--- src/rtl/mem_pkg.sv ---
// Shared widths and state encoding for the load/store front end of the 16 x 8 data memory.
// States are one-hot so memory strobes decode from a single flop bit.
package mem_pkg;

  localparam int ADDR_W_DEF = 4;
  localparam int DATA_W_DEF = 8;

  localparam int REQ_W_DEF = 1 + ADDR_W_DEF + DATA_W_DEF;
  localparam int RSP_W_DEF = 1 + DATA_W_DEF;

  localparam int S_IDLE_BIT    = 0;
  localparam int S_READ_BIT    = 1;
  localparam int S_WSTROBE_BIT = 2;
  localparam int S_WHOLD_BIT   = 3;
  localparam int S_RESP_BIT    = 4;

  typedef enum logic [4:0] {
    IDLE    = 5'b00001,
    READ    = 5'b00010,
    WSTROBE = 5'b00100,
    WHOLD   = 5'b01000,
    RESP    = 5'b10000
  } lsu_state_e;

endpackage

--- src/rtl/load_store_unit.sv ---
// Sequential load/store front end: one request in flight, registered memory strobes.
// Load responds 2 cycles after accept, store 3; a stalled response freezes the unit.
module load_store_unit
  import mem_pkg::*;
#(
  parameter int ADDR_W = ADDR_W_DEF,
  parameter int DATA_W = DATA_W_DEF
) (
  input  logic              clk,
  input  logic              rst_n,
  input  logic              req_valid,
  output logic              req_ready,
  input  logic              req_we,
  input  logic [ADDR_W-1:0] req_addr,
  input  logic [DATA_W-1:0] req_wdata,
  output logic              rsp_valid,
  input  logic              rsp_ready,
  output logic [DATA_W-1:0] rsp_rdata,
  output logic              rsp_we,
  output logic [ADDR_W-1:0] mem_write_addr,
  output logic [DATA_W-1:0] mem_data_in,
  output logic              mem_select,
  output logic [ADDR_W-1:0] mem_read_addr,
  input  logic [DATA_W-1:0] mem_data_out
);

  lsu_state_e        state_q;
  logic [ADDR_W-1:0] wr_addr_q;
  logic [DATA_W-1:0] wr_data_q;
  logic [ADDR_W-1:0] rd_addr_q;
  logic [DATA_W-1:0] rdata_q;
  logic              we_q;

  // Write address/data only move on a store accept, so they are stable across the strobe and hold cycle.
  always_ff @(posedge clk or negedge rst_n) begin
    if (!rst_n) begin
      state_q   <= IDLE;
      wr_addr_q <= '0;
      wr_data_q <= '0;
      rd_addr_q <= '0;
      rdata_q   <= '0;
      we_q      <= 1'b0;
    end else begin
      case (state_q)
        IDLE: begin
          if (req_valid) begin
            we_q <= req_we;
            if (req_we) begin
              wr_addr_q <= req_addr;
              wr_data_q <= req_wdata;
              state_q   <= WSTROBE;
            end else begin
              rd_addr_q <= req_addr;
              state_q   <= READ;
            end
          end
        end
        READ: begin
          rdata_q <= mem_data_out;
          state_q <= RESP;
        end
        WSTROBE: begin
          rdata_q <= wr_data_q;
          state_q <= WHOLD;
        end
        WHOLD: begin
          state_q <= RESP;
        end
        RESP: begin
          if (rsp_ready) begin
            state_q <= IDLE;
          end
        end
        default: begin
          state_q <= IDLE;
        end
      endcase
    end
  end

  assign req_ready      = state_q[S_IDLE_BIT];
  assign mem_select     = state_q[S_WSTROBE_BIT];
  assign rsp_valid      = state_q[S_RESP_BIT];
  assign rsp_rdata      = rdata_q;
  assign rsp_we         = we_q;
  assign mem_write_addr = wr_addr_q;
  assign mem_data_in    = wr_data_q;
  assign mem_read_addr  = rd_addr_q;

endmodule

--- config.mk ---
export PLATFORM = sky130hd
export DESIGN_NAME = load_store_unit
export DESIGN_NICKNAME = d
export VERILOG_FILES = /design/src/rtl/mem_pkg.sv /design/src/rtl/load_store_unit.sv
export SDC_FILE = /design/constraint.sdc
export NUM_CORES = 1
export LEC_CHECK = 0
export BUFFER_PORTS_ARGS = -buffer_cell sky130_fd_sc_hd__buf_4
export CAP_MARGIN = 20
export CORE_MARGIN = 10
export CORE_UTILIZATION = 25
export CTS_CLUSTER_SIZE = 12
export DETAILED_ROUTE_END_ITERATION = 10
export SLEW_MARGIN = 20
export SYNTH_ARGS = -nofsm -noshare
export SYNTH_HDL_FRONTEND = slang
export SYNTH_SLANG_ARGS = --single-unit
export TNS_END_PERCENT = 100
--- constraint.sdc ---
create_clock -name clk -period 4.1 [get_ports clk]
set_input_delay 0.615 -clock clk [delete_from_list [all_inputs] [get_ports clk]]
set_output_delay 0.615 -clock clk [all_outputs]
set_load 0.01 [all_outputs]
==> results of run 1 <==
-- final timing paths --
path                             from           endpoint  slack (ps)  cells past startpoint
max reg2reg                state_q[1]     mem_data_in[1]        2180                      3
max                        state_q[1]     mem_data_in[1]        2180                      3
min                             rst_n  mem_write_addr[3]         250                      1
max in group asynchronous       rst_n         state_q[0]        3530                      1
min in group clk               rsp_we             rsp_we         480                      1
min reg2reg                    rsp_we             rsp_we         480                      1
-- metal layers --
layer,share of wire,global-route usage,routed length [µm],vias to the layer above
met2,0.45,0.1250,1610,43
met3,0.11,0.04971,389,9
li1,-,-,-,484
met4,0.020,0.03470,70,0
met1,0.42,0.09831,1487,484
met5,0,0,0,-
-- cells by family (layout without fill, tap and decap cells) --
group | count (synthesis) | count (layout) | share of synthesized area
buffers and inverters | 9 | 61 | 0.03985
AND/OR/NAND/NOR | 29 | 29 | 0.1429
flip-flops | 30 | 30 | 0.5841
multiplexers | 16 | 16 | 0.1399
AO/OA/AOI/OAI | 20 | 20 | 0.09330
-- registers in the layout, summed over array words and instances, names as in the netlist --
name            cells
rsp_rdata           8
state_q             5
rsp_we              1
mem_write_addr      4
mem_read_addr       4
mem_data_in         8
-- cell usage in the layout (no fill, tap or decap) --
master,netlist,layout
buf_4,0,52
inv_1,2,2
a31oi_1,8,8
mux2_2,15,15
nand2_1,1,1
nor3b_1,1,1
and3_1,1,1
dfrtp_1,29,29
and3b_1,1,1
or2_1,1,1
and2b_2,1,1
o311a_1,1,1
o31ai_1,1,1
clkbuf_8,0,5
dfstp_2,1,1
nor4_2,1,1
o21ai_0,9,9
nand2b_1,1,1
mux2_1,1,1
a21o_1,1,1
clkinv_2,0,2
or3_1,1,1
nand3_1,8,8
nor3b_4,1,1
or4_2,1,1
nor3_1,10,10
-- area by class of cell --
type,instances,share of cell area
tap,70,0.04864
clock buffer,5,0.03822
inverter,2,0.004170
sequential,30,0.4177
clock inverter,2,0.005559
multi-input combinational,65,0.2689
timing repair buffer,52,0.2168
-- metrics by stage --
stage / cells / setup WS, ps / area, µm² / util / total power [µW]
floorplan: 104 / 2418 / 1287 / - / 812.5
global route: 226 / 2045 / 1800 / 0.3571 / 1404
finish: 226 / 2179 / 1800 / 0.3571 / 1307
CTS: 226 / 2134 / 1800 / 0.3571 / 1332
global placement: 219 / 2075 / 1722 / 0.3414 / 1101
detailed placement: 219 / 2066 / 1722 / 0.3414 / 1106
-- Yosys cell counts (all sizes together) --
cell type   n
dfrtp      29
mux2       16
nor3       10
o21ai       9
a31oi       8
nand3       8
buf         4
clkbuf      3
inv         2
nor3b       2
a21o        1
and2b       1
and3        1
and3b       1
dfstp       1
nand2       1
nand2b      1
nor4        1
o311a       1
o31ai       1
or2         1
or3         1
or4         1
-- worst max-delay path: stages (launching register included) --
cell     delay, ps
dfrtp_1        500
nor3_1         310
and3_1         590
mux2_2         400
-- power by group through the flow --
stage	sequential, µW	combinational (µW)	clock [µW]
global placement	548	553	0
floorplan	586	227	0
detailed placement	548	558	0
finish	541	548	217
global route	566	598	239
CTS	544	561	227
==> flow_metrics.tcl, run 1 <==
set metrics [dict create \
    grt_max_degree 31 \
    synth_seq_cells 30 \
    cp_max_fo 14 \
    cts_sinks 30 \
    p_sw_uw 455.1 \
    p_comb_frac 0.420 \
    core_region_area_um2 5042 \
    hold_violations 0 \
    cap_violations 0 \
    whs_ps 253.2 \
    power.clock.fraction 0.166 \
    postRouteAntennaNets 0 \
    netlist.top_cell.by_area "dfrtp_1" \
    worstPathArrival_ps 2080 \
    drt_iter0_drc 55 \
    final.min_clock_period_ps 1921 \
    start_util 0.2553 \
    grtUsageTotal 0.08474 \
    finClkSkew_ps 5.024 \
    die_area_um2 8421 \
    worstHoldPathType "in2async" \
    wire_per_inst_um 15.74 \
    period_share 0.4686 \
    viasPerCell 4.513 \
    postCtsSetupBuffers 0 \
    seq_area_um2 752.0 \
    synth_area_leaders "dfrtp_1 56%, mux2_2 13%, a31oi_1 3.9%" \
    leakage_uw 0.0008128 \
    drc 0 \
    grt_pass1_wl_um 5733 \
    dp_hpwl_um 2806 \
    cts_buffers 5 \
    synth_top_area_frac 0.5637 \
    num_vias 1020 \
    yosys_warnings 0 \
    antenna_found_initial 0 \
    sequentialPowerShare 0.414 \
    post_cts_resized 0 \
    rows 26 \
    antenna_cells 0 \
    swShare 0.3481 \
    peakVddDrop_mv 0.4278 \
    power_density_nw_per_um2 726.1 \
    final_nets 181 \
    boundaryPins 53 \
    fmax_mhz 520.5 \
    multi_input_area_um2 484.2 \
    relSlewSlack 0.5870 \
    synth_nets 129 \
    setup_tns_ps 0 \
    routabilityCongestion 0.7948 \
    crit_required_ps 4260 \
    cts-root-buf "clkbuf_8" \
    rsz0062_at_grt "false" \
    drive_gt1_frac 0.5064 \
    grt_pass1_vias 1095 \
    cts_tree "yes" \
    slew_viol_final 0 \
    clock_latency_ps 280 \
    clkTransAtPathRegs_ps 60 \
    syn_avg_cell_area_um2 12.38 \
    setup_viol 0 \
    tightest_slew_ps 614.4 \
    grt_overflow 0 \
    area_growth_pct 39.84 \
    fp.dieW_um 91.77 \
    critical_path_class "reg2reg" \
    first_pass_iters 4 \
    clockBufferDepth 2 \
    wl_um 3558 \
    num-fill-cells 523 \
    htreeDepth 2 \
    p_int_uw 852.2 \
    cts_hold_buf 0 \
    synth_cells 104 \
    end_kind "register" \
    status "complete, no violations" \
    ys_seq_area_frac 0.5841 \
    cp-start-kind "register" \
    synthesis.area_um2 1287 \
    yosysUniqueCellTypes 26 \
    port_buffers 52 \
    die_h_um 91.77 \
]
Note: power is estimated with default switching activity, not from simulation.
==> inputs of run 2 (changes only) <==
- ABC_AREA: not set -> 1
- clock period: 4.1 -> 1.6 ns (I/O delays scaled with it)
==> flow_metrics.tcl, run 2 <==
set metrics [dict create \
    cts_tree "yes" \
    seq_area_um2 752.0 \
    cap_violations 0 \
    synth-edff-count 0 \
    area_growth_pct 38.34 \
    routabilityCongestion 0.7820 \
    num-fill-cells 602 \
    synth_cells 178 \
    drc 0 \
    setup_ws_ps 176.8 \
    fmax_mhz 702.6 \
    synthesis.area_um2 1459 \
    multi_input_area_um2 549.3 \
    yosysMostFrequentCell "nand2_1" \
    status "complete, no violations" \
    clkTransAtPathRegs_ps 70 \
    pre_cts_ws_ps 165.4 \
    finClkSkew_ps 4.162 \
    synth_seq_cells 30 \
    cts_sinks 30 \
    dp_hpwl_um 3136 \
    grt_overflow 0 \
    rows 27 \
    r2r_slack_ps 180 \
    grtUsageTotal 0.09298 \
    holdPathStages 3 \
    async_reset_ff_frac 1.000 \
    num_vias 1296 \
    start_util 0.2617 \
    r2r-start "state_q[2]" \
    slew_viol_final 0 \
    wl_um 4044 \
    worstPathArrival_ps 1600 \
    setup_viol 0 \
    antenna_cells 0 \
    cp-start-kind "register" \
    synth_top_area_frac 0.4974 \
    hold_path.startpoint "req_addr[0]" \
    grt_pass1_vias 1376 \
    fp.dieW_um 96.39 \
    die_area_um2 9291 \
    final_cell_mix "56 x nand2_1, 56 x buf_4, 29 x nand3_1, 29 x dfrtp_1, 26 x inv_1" \
    tightest_slew_ps 387.6 \
    core_region_area_um2 5574 \
    cts-root-buf "clkbuf_8" \
    worstHoldPathType "in2reg" \
    grt_pass1_wl_um 6699 \
    clock_latency_ps 280 \
    yosys-top-cells-count "56 x nand2_1, 29 x dfrtp_1, 29 x nand3_1, 26 x inv_1, 11 x nor2_1" \
    synth_area_leaders "dfrtp_1 50%, nand2_1 14%, nand3_1 9.9%" \
    critical_path_class "reg2reg" \
    yosysUniqueCellTypes 17 \
    yosys_warnings 0 \
    viasPerCell 4.194 \
    power_density_nw_per_um2 1766 \
    synthFlopType "dfrtp_1" \
    wire_per_inst_um 13.09 \
    worstHoldEndpoint "mem_read_addr[0]" \
    synth_nets 203 \
    rr_worst_depth 6 \
    relSlewSlack 0.7416 \
    peakVddDrop_mv 0.5916 \
    antenna_found_initial 0 \
    crit_required_ps 1770 \
    grt_max_degree 31 \
    setup_tns_ps 0 \
    first_pass_iters 4 \
    netlist.top_cell.by_area "dfrtp_1" \
    hold_violations 0 \
    drt_iter0_drc 34 \
    cts_buffers 5 \
    clockBufferDepth 2 \
    postRouteAntennaNets 0 \
    port_buffers 52 \
    postCtsSetupBuffers 0 \
    htreeDepth 2 \
    end_kind "register" \
    final.min_clock_period_ps 1423 \
    r2r_end "mem_write_addr[3]" \
    drive_gt1_frac 0.3165 \
    final_nets 261 \
    die_h_um 96.39 \
    period_share 0.8895 \
    boundaryPins 53 \
    syn_avg_cell_area_um2 8.196 \
    cp_max_fo 13 \
    leakage_uw 0.001127 \
    rsz0062_at_grt "false" \
    ys_seq_area_frac 0.5154 \
]
run 2: worst max path at each step:
| stage | start | depth (start not counted) | endpoint | slack [ps] |
|---|---|---|---|---|
| floorplan | state_q[2] | 7 | mem_data_in[2] | 310 |
| global placement | state_q[2] | 6 | mem_data_in[0] | 190 |
| detailed placement | state_q[2] | 6 | mem_write_addr[1] | 170 |
| CTS | state_q[2] | 6 | mem_write_addr[3] | 160 |
| global route | state_q[2] | 6 | mem_write_addr[2] | 6 |
| finish | state_q[2] | 6 | mem_write_addr[3] | 180 |
run 2: area by class of cell:
class | count | area share
Clock inverter | 2 | 0.006200
Timing Repair Buffer | 57 | 0.2133
Tap cell | 72 | 0.04464
Clock buffer | 6 | 0.04092
Inverter | 27 | 0.05022
Sequential cell | 30 | 0.3726
Multi-Input combinational cell | 115 | 0.2722
run 2: timing repair:
item	in CTS	in global routing
endpoints found under the hold margin	29	0
hold buffers	1	0
endpoints found under the setup margin	0	0
gates resized for setup	0	0
run 2: cells by family after synthesis:
| family | count (synthesis) | synth area share |
|---|---|---|
| buf+inv | 33 | 0.1081 |
| compound gates | 1 | 0.005148 |
| simple gates | 114 | 0.3714 |
| flops | 30 | 0.5154 |
run 2: per-layer routing:
metal / share of wire / track usage / vias to the layer above / routed length (µm)
met5: 0 / 0 / - / 0
met4: 0.013 / 0.03995 / 0 / 53
met3: 0.10 / 0.04626 / 4 / 417
met2: 0.46 / 0.1429 / 36 / 1856
met1: 0.42 / 0.1077 / 583 / 1717
li1: - / - / 673 / -
run 2: critical path: stages, from the launching register on:
cell and delay (ps):
dfrtp_1 440, nor2_4 170, nand3_2 140, nor2_4 200
nand2_2 200, nand2_1 110, nand2_1 50
run 2: power by group:
part	switching, µW	internal (µW)
clock network	300	345
logic	845	727
registers	242	1100
total	1390	2180
run 2: stage by stage:
stage | hold WS, ps | power (µW) | utilization | instance area [µm²] | cells
floorplan | -55.59 | 2197 | - | 1459 | 178
CTS | 156.7 | 3628 | 0.3621 | 2018 | 309
detailed placement | 195.9 | 2970 | 0.3432 | 1913 | 300
finish | 162.4 | 3563 | 0.3621 | 2018 | 309
global route | 164.5 | 3883 | 0.3621 | 2018 | 309
global placement | 196.8 | 2958 | 0.3432 | 1913 | 300
